===== config.mk =====
export PLATFORM = sky130hd
export DESIGN_NAME = tft_draw_arb
export DESIGN_NICKNAME = d
export VERILOG_FILES = /design/src/rtl/tft_draw_arb.sv
export SDC_FILE = /design/constraint.sdc
export NUM_CORES = 1
export LEC_CHECK = 0
export CAP_MARGIN = 20
export CORE_MARGIN = 2
export CORE_UTILIZATION = 35
export CTS_CLUSTER_DIAMETER = 150
export DETAILED_ROUTE_END_ITERATION = 8
export GPL_ROUTABILITY_DRIVEN = 0
export PLACE_DENSITY = 0.83
export SYNTH_ARGS = -nofsm -noshare
export SYNTH_HDL_FRONTEND = slang
export SYNTH_SLANG_ARGS = --single-unit

===== constraint.sdc =====
create_clock -name clk -period 2.6 [get_ports clk]
set_clock_uncertainty 0.15 [all_clocks]
set_input_delay 0.52 -clock clk [delete_from_list [all_inputs] [get_ports clk]]
set_output_delay 0.52 -clock clk [all_outputs]
set_load 0.01 [all_outputs]

===== src/rtl/tft_draw_arb.sv =====
// -----------------------------------------------------------------------------
// tft_draw_arb
//
// Purpose:
//   Arbitrates two draw requesters onto a single TFT controller. After reset,
//   or on a reinit request, it runs the controller's init sequence. It then
//   grants draw requests one at a time. Ties are broken round-robin. A fixed
//   2-cycle gap follows every controller completion, so the controller can
//   return to idle before the next command.
//
// Configuration:
//   TFT_DRAW_ARB_CLIP_EN - when defined, xend/yend are clamped to
//                          CLIP_XMAX/CLIP_YMAX. An empty rectangle after
//                          clamping is rejected with ack+err and no draw.
//                          When undefined, rectangles pass unmodified and
//                          err is tied low.
//
// Ports:
//   clk, rst              clock and synchronous active-high reset
//   req[1:0]              level draw requests, held until ack
//   rect0, rect1          {xstart,xend,ystart,yend}, 16-bit fields, MSB first
//   color0, color1        RGB565 color of each requester
//   gnt[1:0]              one-hot grant, high while a draw is in flight
//   ack[1:0]              one-cycle completion/reject pulse per requester
//   err                   qualifies ack: request was rejected
//   cnext_o[1:0]          controller cnext routed to the granted requester
//   reinit                one-cycle pulse requesting a fresh init sequence
//   ready                 idle with init complete and no reinit pending
//   tft_init, tft_draw    one-cycle command pulses to the controller
//   tft_xstart..tft_yend  registered rectangle to the controller
//   tft_color             color of the granted requester
//   tft_busy, tft_done,   controller status (busy is informational only)
//   tft_cnext
// -----------------------------------------------------------------------------
module tft_draw_arb #(
    parameter logic [15:0] CLIP_XMAX = 16'd239,
    parameter logic [15:0] CLIP_YMAX = 16'd319
) (
    input  logic        clk,
    input  logic        rst,
    input  logic [1:0]  req,
    input  logic [63:0] rect0,
    input  logic [63:0] rect1,
    input  logic [15:0] color0,
    input  logic [15:0] color1,
    output logic [1:0]  gnt,
    output logic [1:0]  ack,
    output logic        err,
    output logic [1:0]  cnext_o,
    input  logic        reinit,
    output logic        ready,
    output logic        tft_init,
    output logic        tft_draw,
    output logic [15:0] tft_xstart,
    output logic [15:0] tft_xend,
    output logic [15:0] tft_ystart,
    output logic [15:0] tft_yend,
    output logic [15:0] tft_color,
    input  logic        tft_busy,
    input  logic        tft_done,
    input  logic        tft_cnext
);

    typedef enum logic [2:0] {
        BOOT,
        INITWAIT,
        GAP,
        IDLE,
        DRAWWAIT
    } state_t;

    state_t      state_q, state_d;
    logic        gap_q, gap_d;        // second GAP cycle marker
    logic [1:0]  gnt_q, gnt_d;
    logic [1:0]  ack_q, ack_d;
    logic        gidx_q, gidx_d;      // index of the granted requester
    logic        last_q, last_d;      // last-served requester
    logic        reinit_q, reinit_d;  // latched reinit request
    logic        init_q, init_d;
    logic        draw_q, draw_d;
    logic [15:0] xs_q, xs_d;
    logic [15:0] xe_q, xe_d;
    logic [15:0] ys_q, ys_d;
    logic [15:0] ye_q, ye_d;

    logic        sel;
    logic [63:0] rect_sel;
    logic [15:0] xs_c, xe_c, ys_c, ye_c;

`ifdef TFT_DRAW_ARB_CLIP_EN
    logic        rej_q, rej_d;        // granted rectangle was empty
    logic        err_q, err_d;
    logic        bad_rect;
`endif

    // Requester selection and (optional) clipping of the selected rectangle.
    always_comb begin
        // A tie goes to whoever was not served last; otherwise take the
        // only requester present.
        sel      = (req == 2'b11) ? ~last_q : req[1];
        rect_sel = sel ? rect1 : rect0;
        xs_c     = rect_sel[63:48];
        xe_c     = rect_sel[47:32];
        ys_c     = rect_sel[31:16];
        ye_c     = rect_sel[15:0];
`ifdef TFT_DRAW_ARB_CLIP_EN
        if (xe_c > CLIP_XMAX) xe_c = CLIP_XMAX;
        if (ye_c > CLIP_YMAX) ye_c = CLIP_YMAX;
        bad_rect = (xs_c > xe_c) || (ys_c > ye_c);
`endif
    end

    // Next-state and output logic.
    always_comb begin
        state_d  = state_q;
        gap_d    = gap_q;
        gnt_d    = gnt_q;
        ack_d    = 2'b00;
        gidx_d   = gidx_q;
        last_d   = last_q;
        reinit_d = reinit_q | reinit;
        init_d   = 1'b0;
        draw_d   = 1'b0;
        xs_d     = xs_q;
        xe_d     = xe_q;
        ys_d     = ys_q;
        ye_d     = ye_q;
`ifdef TFT_DRAW_ARB_CLIP_EN
        rej_d    = rej_q;
        err_d    = 1'b0;
`endif

        case (state_q)
            BOOT: begin
                init_d  = 1'b1;
                state_d = INITWAIT;
            end

            INITWAIT: begin
                if (tft_done) begin
                    gap_d   = 1'b0;
                    state_d = GAP;
                end
            end

            GAP: begin
                gap_d = 1'b1;
                if (gap_q) state_d = IDLE;
            end

            IDLE: begin
                if (reinit_q || reinit) begin
                    // A reinit arriving in this very cycle is consumed here.
                    reinit_d = 1'b0;
                    state_d  = BOOT;
                end else if (req != 2'b00) begin
                    gidx_d  = sel;
                    gnt_d   = sel ? 2'b10 : 2'b01;
                    xs_d    = xs_c;
                    xe_d    = xe_c;
                    ys_d    = ys_c;
                    ye_d    = ye_c;
                    state_d = DRAWWAIT;
`ifdef TFT_DRAW_ARB_CLIP_EN
                    rej_d  = bad_rect;
                    draw_d = ~bad_rect;
`else
                    draw_d = 1'b1;
`endif
                end
            end

            DRAWWAIT: begin
`ifdef TFT_DRAW_ARB_CLIP_EN
                if (rej_q) begin
                    // Rejected grant: no controller activity, so no gap.
                    ack_d   = gnt_q;
                    err_d   = 1'b1;
                    gnt_d   = 2'b00;
                    last_d  = gidx_q;
                    rej_d   = 1'b0;
                    state_d = IDLE;
                end else
`endif
                if (tft_done) begin
                    ack_d   = gnt_q;
                    gnt_d   = 2'b00;
                    last_d  = gidx_q;
                    gap_d   = 1'b0;
                    state_d = GAP;
                end
            end

            default: state_d = BOOT;
        endcase
    end

    always_ff @(posedge clk) begin
        if (rst) begin
            state_q  <= BOOT;
            gap_q    <= 1'b0;
            gnt_q    <= 2'b00;
            ack_q    <= 2'b00;
            gidx_q   <= 1'b0;
            last_q   <= 1'b1;
            reinit_q <= 1'b0;
            init_q   <= 1'b0;
            draw_q   <= 1'b0;
            xs_q     <= 16'd0;
            xe_q     <= 16'd0;
            ys_q     <= 16'd0;
            ye_q     <= 16'd0;
`ifdef TFT_DRAW_ARB_CLIP_EN
            rej_q    <= 1'b0;
            err_q    <= 1'b0;
`endif
        end else begin
            state_q  <= state_d;
            gap_q    <= gap_d;
            gnt_q    <= gnt_d;
            ack_q    <= ack_d;
            gidx_q   <= gidx_d;
            last_q   <= last_d;
            reinit_q <= reinit_d;
            init_q   <= init_d;
            draw_q   <= draw_d;
            xs_q     <= xs_d;
            xe_q     <= xe_d;
            ys_q     <= ys_d;
            ye_q     <= ye_d;
`ifdef TFT_DRAW_ARB_CLIP_EN
            rej_q    <= rej_d;
            err_q    <= err_d;
`endif
        end
    end

    assign gnt        = gnt_q;
    assign ack        = ack_q;
    assign tft_init   = init_q;
    assign tft_draw   = draw_q;
    assign tft_xstart = xs_q;
    assign tft_xend   = xe_q;
    assign tft_ystart = ys_q;
    assign tft_yend   = ye_q;
    assign ready      = (state_q == IDLE) && !reinit_q;
    assign cnext_o    = gnt_q & {2{tft_cnext}};
    assign tft_color  = gidx_q ? color1 : color0;
`ifdef TFT_DRAW_ARB_CLIP_EN
    assign err        = err_q;
`else
    assign err        = 1'b0;
`endif

endmodule


* Word level (Yosys, flattened, before mapping)
Index checks and enable logic that the tools add are counted.
** Operators by class
- Add/sub/neg operators :: 0
- Multiply operators :: 0
- Divide/modulo/power cells :: 0
- Order comparisons :: 0
- Eq/ne operators :: 11
- Shift-type cells :: 0
- Multiplexer cells :: 19
- Bitwise gates (word level) :: 7
- Reductions and logical operators :: 15
** Operators by type and width (count)
- 64-bit two-way mux :: 1
- 16-bit two-way mux :: 1
- 3-bit two-way mux :: 4
- 3-bit case mux with 4 select lines :: 1
- 2-bit two-way mux :: 4
- 2-bit inequality test (second input constant) :: 4
- 3-bit by 2-bit equality test with 1-bit output (second input constant) :: 2
- 1-bit two-way mux :: 6
- 3-bit AND reduction :: 2
- 2-bit nonzero test :: 3
- 3-bit OR reduction :: 2
- 1-bit NOT :: 5
- 2-bit case mux with 2 select lines :: 1
- 2-bit AND reduction :: 2
- 4-bit AND reduction :: 1
- 3-bit by 1-bit equality test with 1-bit output (second input constant) :: 1
- 3-bit equality test (second input constant) :: 1
- 3-bit logical NOT :: 1
- 3-bit inequality test (second input constant) :: 1
- 2-bit AND :: 1
- 2-bit equality test (second input constant) :: 1
- 2-bit by 1-bit inequality test with 1-bit output (second input constant) :: 1
- 1-bit case mux with 2 select lines :: 1
- 2-bit OR reduction :: 1
- 4 further kinds :: 4
** Word-level totals
- Register bits :: 77
- Bits in latches :: 0
- RAM bits :: 0
- Memory bits (read-only) :: 0
- Bits of input ports :: 168
- Output and inout port bits :: 90
- Logic and storage cells :: 65
- Memories kept :: 0

* Depth between registers and ports, before layout
- Depth after elaboration :: 6
- Gate-level depth with buffers :: 7

* Worst setup path after synthesis
OpenSTA, ideal clock, no wires.
- Path type :: register -> output
- From :: register gidx_q
- To :: output port tft_color[10]
- Arrival :: 1.199 ns
- Slack :: 0.731 ns
- Cell stages (with the launch flop) :: 4
- Buffers on the path :: 2
- Cell sequence :: dfxtp_1 buf_2 buf_1 mux2_2
** On the way
- Word-level cells in the longest chain between the ends :: 1
** RTL lines
- start, declared :: RTL line 76 : logic gidx_q, gidx_d;
- start signal, assigned :: RTL line 222 : gidx_q <= gidx_d;
- 16-bit two-way mux :: RTL line 248 : assign tft_color = gidx_q ? color1 : color0;
- end, declared :: RTL line 58 : output logic [15:0] tft_color,
Every way passes these cells.

* Worst setup path after layout
- From :: register gidx_q
- To :: output port tft_color[0]
The elaborated chain is that of the path after synthesis.

==> run_results.csv <==
group,metric,value,unit
timing,setup_viol,0,
yosys,synthMuxAreaShare,4.29,%
floorplan,die_y,114,um
routing,route.vias.total,4620,
cts,clk_latency,0.33,ns
power_and_ir_drop,ir_worst_vdd,0.316,mV
finish,multi_input_area,2350,um2
timing,whs,0.381,ns
yosys,synth_xor_area_share,0.209,%
timing,final.setup.tns,0,ns
flow_run,drv_cap,0,
timing,slew_headroom,57.2,%
worst_setup_path,path_class,"reg -> out",
timing,fmax,0.416,GHz
yosys,synth_seq_cells,77,
timing,post-route-period-util,92.4,%
cts,cts.sinks,77,
yosys,synth_compound_area_share,35.5,%
cts,cts_buffers,9,
floorplan,start_util,35.4,%
worst_setup_path,worstPathMaxFanout,16,
worst_setup_path,r2r-end,"tft_ystart[5]",
yosys,synth_edf_count,0,
power_and_ir_drop,power.total,3.73,mW
cts,cts_resized,0,
routing,drt-total-wl,14.6,mm
worst_setup_path,reg2reg_depth,4,
worst_setup_path,cp_data_arrival_time,1.73,ns
finish,layout.cells.non_filler,836,
routing,routed_via_density,5.53,
finish,synthToLayoutAreaGrowth,71.2,%
power_and_ir_drop,power.density,519,nW/um2
routing,wl_per_cell,17.5,um
yosys,synthFlopType,"dfxtp_1",
finish,nets,852,
routing,drc_errors,0,
cts,ctsHtreeMaxLevel,3,
worst_setup_path,crit_chain,"buf_4 > mux2_2 > clkdlybuf4s50_1",
grt,grt_max_degree,72,
yosys,seq_area_frac_synth,36.7,%
cts,cts_tree,"built",
placed_design,port_buffers,255,
worst_setup_path,regToRegStartpoint,"state_q[1]",
timing,grt_setup_unrepaired,"no",
worst_setup_path,critPathCaptureType,"output pin",
placed_design,dp_hpwl,10.3,mm
finish,fillCellCount,1000,
cts,postCtsSetupRepairBufs,0,
worst_setup_path,critPathSlowestCell,"clkdlybuf4s50_1",
grt,grt_pass1_vias,4608,
floorplan,dieWidth,114,um
cts,clkTransAtPathRegs,0.06,ns
yosys,synth_top_family_by_area,"compound AO/OA/AOI/OAI gates",
worst_setup_path,critPathRequiredTime,1.93,ns
grt,overflow,0,
worst_setup_path,crit_end,"tft_color[0]",
floorplan,die-area,12900,um2
grt,grt_antenna_before_repair,0,
routing,firstDrtPassIters,5,
timing,tightest_slew,0.642,ns
finish,drive_gt1_share,16.8,%
placed_design,dp.cells,820,
yosys,netlist_area,4200,um2
worst_setup_path,startpoint_type,"flip-flop",
yosys,async_reset_ff_share,0,%
timing,hold_violations,0,
yosys,synthCells,462,
yosys,avgSynthCellArea,9.09,um2
routing,ant_nets,0,
status,status,"finished clean",
grt,track_usage,22.0,%
grt,grt_pass1_wl,23.0,mm
cts,cts-root-buf,"clkbuf_16",
timing,fin_crit,2.40,ns
power_and_ir_drop,cellLeakagePower,2.40,nW
worst_setup_path,startpoint,"gidx_q",
routing,drt-initial-drc-count,255,
cts,cts-hold-fix-buffers,0,
floorplan,core_area,11900,um2
floorplan,row_count,40,
worst_setup_path,critPathMaxStageDelay,0.49,ns
timing,maxSlewViolCount,0,
floorplan,boundaryPins,258,
yosys,synth_simple_gate_area_share,15.4,%
timing,fin_ws,0.197,ns
yosys,syn_nets,630,
yosys,synthAdderAreaFrac,0,%
cts,ctsLongestPathBuffers,2,
yosys,yosysUniqueCellTypes,40,
placed_design,place_ws,0.210,ns
yosys,yosys_warnings,0,
finish,final-seq-area,1540,um2
worst_setup_path,r2r_slack,0.80,ns
worst_hold_path,hold_path.class,"reg -> reg",
finish,num_antenna_cells,0,
-- sequential cells by signal, summed over array words and instances (netlist names), 2 cells and up --
name / count
tft_ystart: 16
state_q: 3
ack: 2
tft_xend: 16
tft_yend: 16
gnt: 2
tft_xstart: 16
-- cell usage in the layout (no fill, tap or decap), types with 3 or more instances in the layout --
master and count:
nor2_1 7, a21oi_1 4, a311oi_2 60, mux2_2 16, dfxtp_1 77, o21ai_0 4, a31oi_1 67, nand3_1 3
a311oi_1 4, buf_12 9, nand2_1 130, buf_4 7, clkbuf_16 9, clkdlybuf4s50_1 254
-- per-stage QoR --
stage | area [um2] | utilization [%]
2_1_floorplan | 4200 | -
3_3_place_gp | 6860 | 57.8
3_5_place_dp | 6860 | 57.8
4_1_cts | 7190 | 60.6
5_1_grt | 7190 | 60.6
6_report | 7190 | 60.6
-- metal layers --
layer | global-route usage, % | vias up | part of all wire [%]
met3 | 6.70 | 32 | 8.2
met4 | 7.15 | 0 | 2.2
li1 | - | 2170 | -
met1 | 26.0 | 2186 | 39
met5 | 0 | - | 0
met2 | 38.1 | 232 | 50
-- Yosys cell counts, types with 3 or more instances --
cell / number / share of area [%]
o21ai_0: 4 / 0.48
clkbuf_1: 25 / 2.2
buf_6: 8 / 2.1
a311oi_1: 4 / 0.83
mux2_2: 16 / 4.3
nand3_1: 3 / 0.36
buf_4: 5 / 0.89
a21oi_1: 4 / 0.48
a31oi_1: 67 / 10
a311oi_2: 60 / 21
buf_2: 19 / 2.3
nand2_1: 130 / 12
dfxtp_1: 77 / 37
nor2_1: 8 / 0.72
-- worst max-delay path: cells and delay by family, from the launching register on --
family                 cells  cell delay, ns
flip-flops                 1            0.32
multiplexers               1            0.37
buffers and inverters      2            0.72
-- worst min path at each step --
stage	depth (start not counted)	startpoint	slack, ns	end
2_1_floorplan	1	last_q	0.35	last_q
3_3_place_gp	2	gnt[0]	0.35	ack[0]
3_5_place_dp	2	gnt[0]	0.36	ack[0]
4_1_cts	2	gnt[0]	0.37	ack[0]
5_1_grt	2	gnt[0]	0.40	ack[0]
6_report	2	gnt[0]	0.38	ack[0]
-- cell families (layout without fill, tap and decap cells) --
group	count (synthesis)	in the layout
AO/OA/AOI/OAI	150	150
buffers and inverters	60	287
multiplexers	16	16
XOR/XNOR	1	1
AND/OR/NAND/NOR	157	157
flip-flops	77	77
other	1	1
-- area by class of cell --
cell class                      count  share of cell area (%)
Sequential cell                    77                    21.4
Inverter                            1                  0.0522
Multi-Input combinational cell    325                    32.7
Clock buffer                       11                    3.52
Tap cell                          147                    2.56
Clock inverter                      5                    1.13
Timing Repair Buffer              270                    38.6
-- power breakdown --
group | switching [mW] | internal, mW | total [mW]
Combinational | 0.467 | 0.543 | 1.01
Clock | 0.500 | 0.895 | 1.40
Sequential | 0.0704 | 1.26 | 1.33
Power figures use the tool's default switching activity.
